### config.mk
export PLATFORM = sky130hd
export DESIGN_NAME = deser_align
export DESIGN_NICKNAME = d
export VERILOG_FILES = /design/src/rtl/deser_align.sv
export SDC_FILE = /design/constraint.sdc
export NUM_CORES = 1
export LEC_CHECK = 0
export BUFFER_PORTS_ARGS = -buffer_cell sky130_fd_sc_hd__buf_4
export CAP_MARGIN = 30
export CELL_PAD_IN_SITES_DETAIL_PLACEMENT = 2
export CELL_PAD_IN_SITES_GLOBAL_PLACEMENT = 2
export CORE_MARGIN = 5
export CORE_UTILIZATION = 35
export CTS_CLUSTER_DIAMETER = 150
export DETAILED_ROUTE_END_ITERATION = 10
export GPL_TIMING_DRIVEN = 0
export PLACE_DENSITY = 0.75
export SLEW_MARGIN = 10
export SYNTH_ARGS = -nofsm -noshare
export SYNTH_HDL_FRONTEND = slang
export SYNTH_SLANG_ARGS = --single-unit
### constraint.sdc
create_clock -name clk -period 1.63 [get_ports clk]
set_input_delay 0.163 -clock clk [delete_from_list [all_inputs] [get_ports clk]]
set_output_delay 0.163 -clock clk [all_outputs]
set_load 0.03 [all_outputs]
### src/rtl/deser_align.sv
// Receive-side 1:WIDTH deserializer: finds word alignment from an all-ones sync word
// that follows a zero, then emits LSB-first words through a one-entry valid/ready buffer.
//
// state  | meaning
// SEARCH | waiting for a 0 -> 1 transition that starts a sync word
// SYNC   | counting consecutive ones; WIDTH of them give alignment
// LOCKED | aligned, shifting data words in and handing them to the buffer
module deser_align #(
  parameter int WIDTH = 32
) (
  input  logic             clk,
  input  logic             rstb,
  input  logic             din,
  input  logic             align_req,
  output logic [WIDTH-1:0] dout,
  output logic             dout_valid,
  input  logic             dout_ready,
  output logic             locked,
  output logic             overflow
);

  localparam int CW = $clog2(WIDTH + 1);
  localparam logic [CW-1:0] LAST = CW'(WIDTH - 1);

  typedef enum logic [1:0] {SEARCH, SYNC, LOCKED} state_t;

  state_t           state_q, state_d;
  logic [CW-1:0]    cnt_q, cnt_d;
  logic [WIDTH-1:0] sr_q, sr_d;
  logic [WIDTH-1:0] word;
  logic             prev_q;
  logic             word_done;

  always_ff @(posedge clk or negedge rstb) begin
    if (!rstb) begin
      state_q <= SEARCH;
      cnt_q   <= '0;
      sr_q    <= '0;
      prev_q  <= 1'b0;
    end else begin
      state_q <= state_d;
      cnt_q   <= cnt_d;
      sr_q    <= sr_d;
      prev_q  <= din;
    end
  end

  always_comb begin
    state_d   = state_q;
    cnt_d     = cnt_q;
    sr_d      = sr_q;
    word_done = 1'b0;
    word      = {din, sr_q[WIDTH-2:0]};
    if (align_req) begin
      state_d = SEARCH;
      cnt_d   = '0;
      sr_d    = '0;
    end else begin
      case (state_q)
        SEARCH: begin
          // a sync word only counts if it is preceded by a zero
          if (din && !prev_q) begin
            state_d = SYNC;
            cnt_d   = CW'(1);
          end
        end
        SYNC: begin
          if (!din) begin
            state_d = SEARCH;
            cnt_d   = '0;
          end else if (cnt_q == LAST) begin
            state_d = LOCKED;
            cnt_d   = '0;
          end else begin
            cnt_d = cnt_q + CW'(1);
          end
        end
        LOCKED: begin
          for (int i = 0; i < WIDTH; i++) begin
            if (cnt_q == CW'(i)) sr_d[i] = din;
          end
          if (cnt_q == LAST) begin
            word_done = 1'b1;
            cnt_d     = '0;
          end else begin
            cnt_d = cnt_q + CW'(1);
          end
        end
        default: begin
          state_d = SEARCH;
          cnt_d   = '0;
        end
      endcase
    end
  end

  assign locked = (state_q == LOCKED);

  always_ff @(posedge clk or negedge rstb) begin
    if (!rstb) begin
      dout       <= '0;
      dout_valid <= 1'b0;
      overflow   <= 1'b0;
    end else begin
      if (word_done && (!dout_valid || dout_ready)) begin
        dout       <= word;
        dout_valid <= 1'b1;
      end else if (word_done) begin
        overflow <= 1'b1;
      end else if (dout_ready) begin
        dout_valid <= 1'b0;
      end
    end
  end

endmodule

# [Word-level counts from Yosys, hierarchy flattened]
# Index checks and enable logic that the tools add are counted.
[totals] register_bits=74 output_inout_bits=35 inputBits=5
[op_classes] n_reduce_logical=74 add_sub_neg=1 n_eq_ne=37 n_bitwise=1 muxes=49
[op_table] cell="6-bit by 5-bit equality test with 1-bit output (second input constant)" count=16
[op_table] cell="2-bit AND reduction" count=33
[op_table] cell="2-bit nonzero test" count=33
[op_table] cell="31-bit two-way mux" count=2
[op_table] cell="6-bit by 4-bit equality test with 1-bit output (second input constant)" count=8
[op_table] cell="1-bit two-way mux" count=37
[op_table] cell="6-bit by 3-bit equality test with 1-bit output (second input constant)" count=4
[op_table] cell="6-bit two-way mux" count=4
[op_table] cell="6-bit one-hot mux with 3 select lines" count=1
[op_table] cell="6-bit by 2-bit equality test with 1-bit output (second input constant)" count=2
[op_table] cell="2-bit two-way mux" count=4
[op_table] cell="6-bit by 1-bit adder with 6-bit output (second input constant)" count=1
[op_table] cell="6-bit by 1-bit equality test with 1-bit output (second input constant)" count=1
[op_table] cell="6-bit logical NOT" count=1
[op_table] cell="2-bit one-hot mux with 3 select lines" count=1
[op_table] cell="4-bit != test (second input constant)" count=1
[op_table] cell="3-bit != test (second input constant)" count=1
[op_table] cell="3-bit AND reduction" count=1
[op_table] cell="2-bit by 1-bit equality test with 1-bit output (second input constant)" count=1
[op_table] cell="2-bit equality test (second input constant)" count=1
[op_table] cell="1-bit logical AND" count=2
[op_table] cell="1-bit logical NOT" count=2
[op_table] cell="2-bit logical NOT" count=1
[op_table] cell="2-bit by 1-bit != test with 1-bit output (second input constant)" count=1
[op_table] cell="3 further kinds" count=3

# [Logic depth before layout (Yosys ltp)]
[depth] ltp_word=7 ltp_mapped=6 ltp_nobuf=5

# [Least setup slack after synthesis]
# OpenSTA, ideal clock, no wires.
[synth_path] path_type="reg2reg" start="register cnt_q[0]" end="register dout[0]" stages_incl_launch_ff=6 required_time_ps=1505 arrival_time_ps=1629 slack_ps=-123 path_cell_list="dfrtp_1 -> ha_1 -> nand3_4 -> nor4b_4 -> buf_6 -> mux2_2"
[synth_via] elab_chain_len=5
[synth_rtl] element="from (decl)" line_no="28" source="logic [CW-1:0] cnt_q, cnt_d;"
[synth_rtl] element="from (signal assigned)" line_no="42" source="cnt_q <= cnt_d;"
[synth_rtl] element="6-bit by 5-bit equality test with 1-bit output" line_no="82" source="if (cnt_q == LAST) begin"
[synth_rtl] element="1-bit two-way mux" line_no="82"
[synth_rtl] element="1-bit two-way mux" line_no="59" source="case (state_q)"
[synth_rtl] element="1-bit two-way mux" line_no="54" source="if (align_req) begin"
[synth_rtl] element="1-bit logical AND" line_no="105" source="if (word_done && (!dout_valid || dout_ready)) begin"
[synth_rtl] element="to (signal assigned)" line_no="106" source="dout <= word;"
[synth_rtl] element="to (decl)" line_no="15" source="output logic [WIDTH-1:0] dout,"
# No other way between the ends.
# A chain may end at the register's enable or synchronous reset.

# [Worst setup path after layout]
[layout_path] start="register cnt_q[5]" end="register sr_q[26]"
[layout_via] elab_chain_len=3
[layout_rtl] element="6-bit by 5-bit equality test with 1-bit output" line_no="80" source="if (cnt_q == CW'(i)) sr_d[i] = din;"
[layout_rtl] element="2-bit nonzero test (no source line)"
[layout_rtl] element="2-bit AND reduction (no source line)"
[layout_rtl] element="to (signal assigned)" line_no="43" source="sr_q <= sr_d;"
[layout_rtl] element="to (decl)" line_no="29" source="logic [WIDTH-1:0] sr_q, sr_d;"
# No other way between the ends.

==> out/qor.csv <==
metric;value;unit
ys_types;39;
ios;40;
drtPass1Iterations;4;
track_usage;19.7;%
nets;363;
rsz0062_at_grt;yes;
fill_cells;888;
drive_gt1_share;49.0;%
clock_sinks;74;
required;1.84;ns
root_buffer;clkbuf_8;
outcome;complete, but fails checks;
fp-row-count;35;
dieArea;11600;µm²
synth_top_area_cell;dfrtp_1;
core_area;9240;µm²
grt_overflow;0;
synth-edff-count;0;
path_clk_slew;0.09;ns
synthDominantCellAreaShare;55.6;%
path_max_fanout;4;
max_slew_margin;42.9;%
wl_per_cell;22.6;µm
met1_usage;24.9;%
start_util;36.0;%
cp-start-kind;register;
io_buffers;39;
multi_input_area;1830;µm²
min_period;1.85;ns
wirelength;11000;µm
synthCells;279;
holdCritPathClass;in2reg;
drc;0;
use_met2;34.0;%
drt_iter0_drc;49;
viasPerCell;5.14;
worst_setup_path_end_kind;register;
critical_path_class;reg2reg;
holdWs;0.115;ns
worstMarginPinSlew;0.855;ns
finalSetupViolCount;66;
n_antenna_cell;0;
synth-main-ff-cell;dfrtp_1;
post-place-cells;447;
seq_area;1860;µm²
yosysWarnings;0;
gp_congestion;0.752;
clock_latency;0.35;ns
use_met3;3.54;%
synth_fp_nets;288;
fin_util;52.2;%
netlist_top_cells_count;dfrtp_1, nor2_1, nand3_1, mux2_2, mux2i_1;
clock_skew;0.00987;ns
grt_pass1_vias;2987;
synthTopCellsByArea;dfrtp_1, mux2_2, mux2i_1;
peakVddDrop;0.000356;V
grt_start_max_net_pins;75;
avgSynthCellArea;11.9;µm²
instances_no_fill;488;
grt_busiest_layer;met2;
vias;2507;
finalHoldViolCount;0;
cp.arrival;2.06;ns
areaGrowthSynthToFinish;44.8;%
violations;setup timing;
ant_nets;0;
cts_tree;yes;
ys_ff_latch;74;
yosysMostFrequentCell;dfrtp_1;
p_leak;2.29;nW
grt_pass1_wl;17100;µm
fp.dieH;108;µm
seq_area_frac_synth;55.6;%
drv_slew;0;
power_density;760;nW/µm²
worst_slack;-0.219;ns
drv_cap;0;
fmax;0.541;GHz
min_period_over_period;113;%
die_x;108;µm
cts.htree.levels;3;
antenna_found_initial;0;
mappedNetlistArea;3330;µm²
synthArstFlopShare;100;%
dp.final_hpwl;5630;µm
numCtsBuffers;9;
cts.path.max_buffers;2;
-- power by group --
group          internal, mW  switching, mW  leakage, nW  total [mW]
Sequential             1.84        0.00837         1.02        1.85
Clock                 0.794          0.741        0.107        1.53
Combinational        0.0859          0.190         1.17       0.276
Total                  2.72          0.940         2.29        3.66
-- per-stage QoR --
step           setup WS, ns  cell area, µm²  total power [mW]  setup TNS (ns)
2_1_floorplan        -0.113            3330              1.97           -3.39
3_3_place_gp         -0.442            3790              2.06          -17.65
3_5_place_dp         -0.493            3790              2.07          -20.63
4_1_cts              -0.241            4560              3.60          -11.05
5_1_grt              -0.305            4820              3.84          -12.94
6_report             -0.219            4820              3.66           -7.51
-- layer usage --
metal	part of all wire, %	wire length, µm
met1	43	4720
met2	54	5940
met3	2.2	239
met4	1.3	148
met5	0	0
-- worst max-delay path, stage by stage (launching register included) --
cell and delay (ns):
dfrtp_2 0.42, buf_4 0.14, buf_6 0.12, and4bb_4 0.40, buf_6 0.13, buf_12 0.12
nand3_4 0.08, mux2i_2 0.21, nor2_1 0.07
-- sequential cells by signal, indices dropped and copies added, names as in the netlist --
| name | cells |
|---|---|
| overflow | 1 |
| state_q | 2 |
| prev_q | 1 |
| sr_q | 31 |
| dout | 32 |
| cnt_q | 6 |
| dout_valid | 1 |
-- timing repair --
action	in CTS	in global routing
pin swaps	6	18
cloned	3	0
endpoints found under the setup margin	70	69
buffers inserted	19	6
hold buffers	2	0
gates resized for setup	85	49
hold endpoints to repair	6	0
-- layout by cell type (no fill, tap or decap), types with 3 or more instances in the layout --
cell	count
buf_12	5
buf_4	54
buf_6	6
buf_8	5
clkbuf_1	10
clkbuf_8	11
dfrtp_1	66
dfrtp_2	8
ha_4	3
inv_1	4
mux2_2	9
mux2_4	23
mux2i_1	31
nand2_1	4
nand3_2	11
nand3_4	21
nor2_1	35
nor2b_1	4
-- worst paths after layout --
kind / start / to / slack [ns] / depth (start not counted)
hold reg to reg: overflow$_DFFE_PN0P_ / overflow$_DFFE_PN0P_ / 0.49 / 1
min in group asynchronous: rstb / overflow$_DFFE_PN0P_ / 0.19 / 2
max in group asynchronous: rstb / cnt_q[2]$_DFFE_PN0P_ / 0.85 / 3
hold / removal: dout_ready / dout_valid$_DFFE_PN0P_ / 0.12 / 3
setup / recovery: cnt_q[5]$_DFFE_PN0P_ / sr_q[26]$_DFFE_PN0P_ / -0.22 / 8
setup reg to reg: cnt_q[5]$_DFFE_PN0P_ / sr_q[26]$_DFFE_PN0P_ / -0.22 / 8
-- cell families (layout without fill, tap and decap cells) --
group                      after synthesis  in the layout  synth area share, %
xor gates and xnor gates                 2              2                0.526
buffers and inverters                   25            105                 3.61
and+or+nand+nor                         94             94                 14.7
muxes                                   64             64                 20.4
adders and majority gates                4              4                 1.50
AOI/OAI and AO/OA                       16             16                 3.57
DFF                                     74             74                 55.6
-- cell type report --
class	count	area share [%]
sequential	74	38.6
multi-input combinational	180	38.0
timing repair buffer	67	12.6
tap	129	3.35
clock buffer	12	3.22
buffer	18	2.85
clock inverter	4	1.01
inverter	4	0.311
Power figures use the tool's default switching activity.
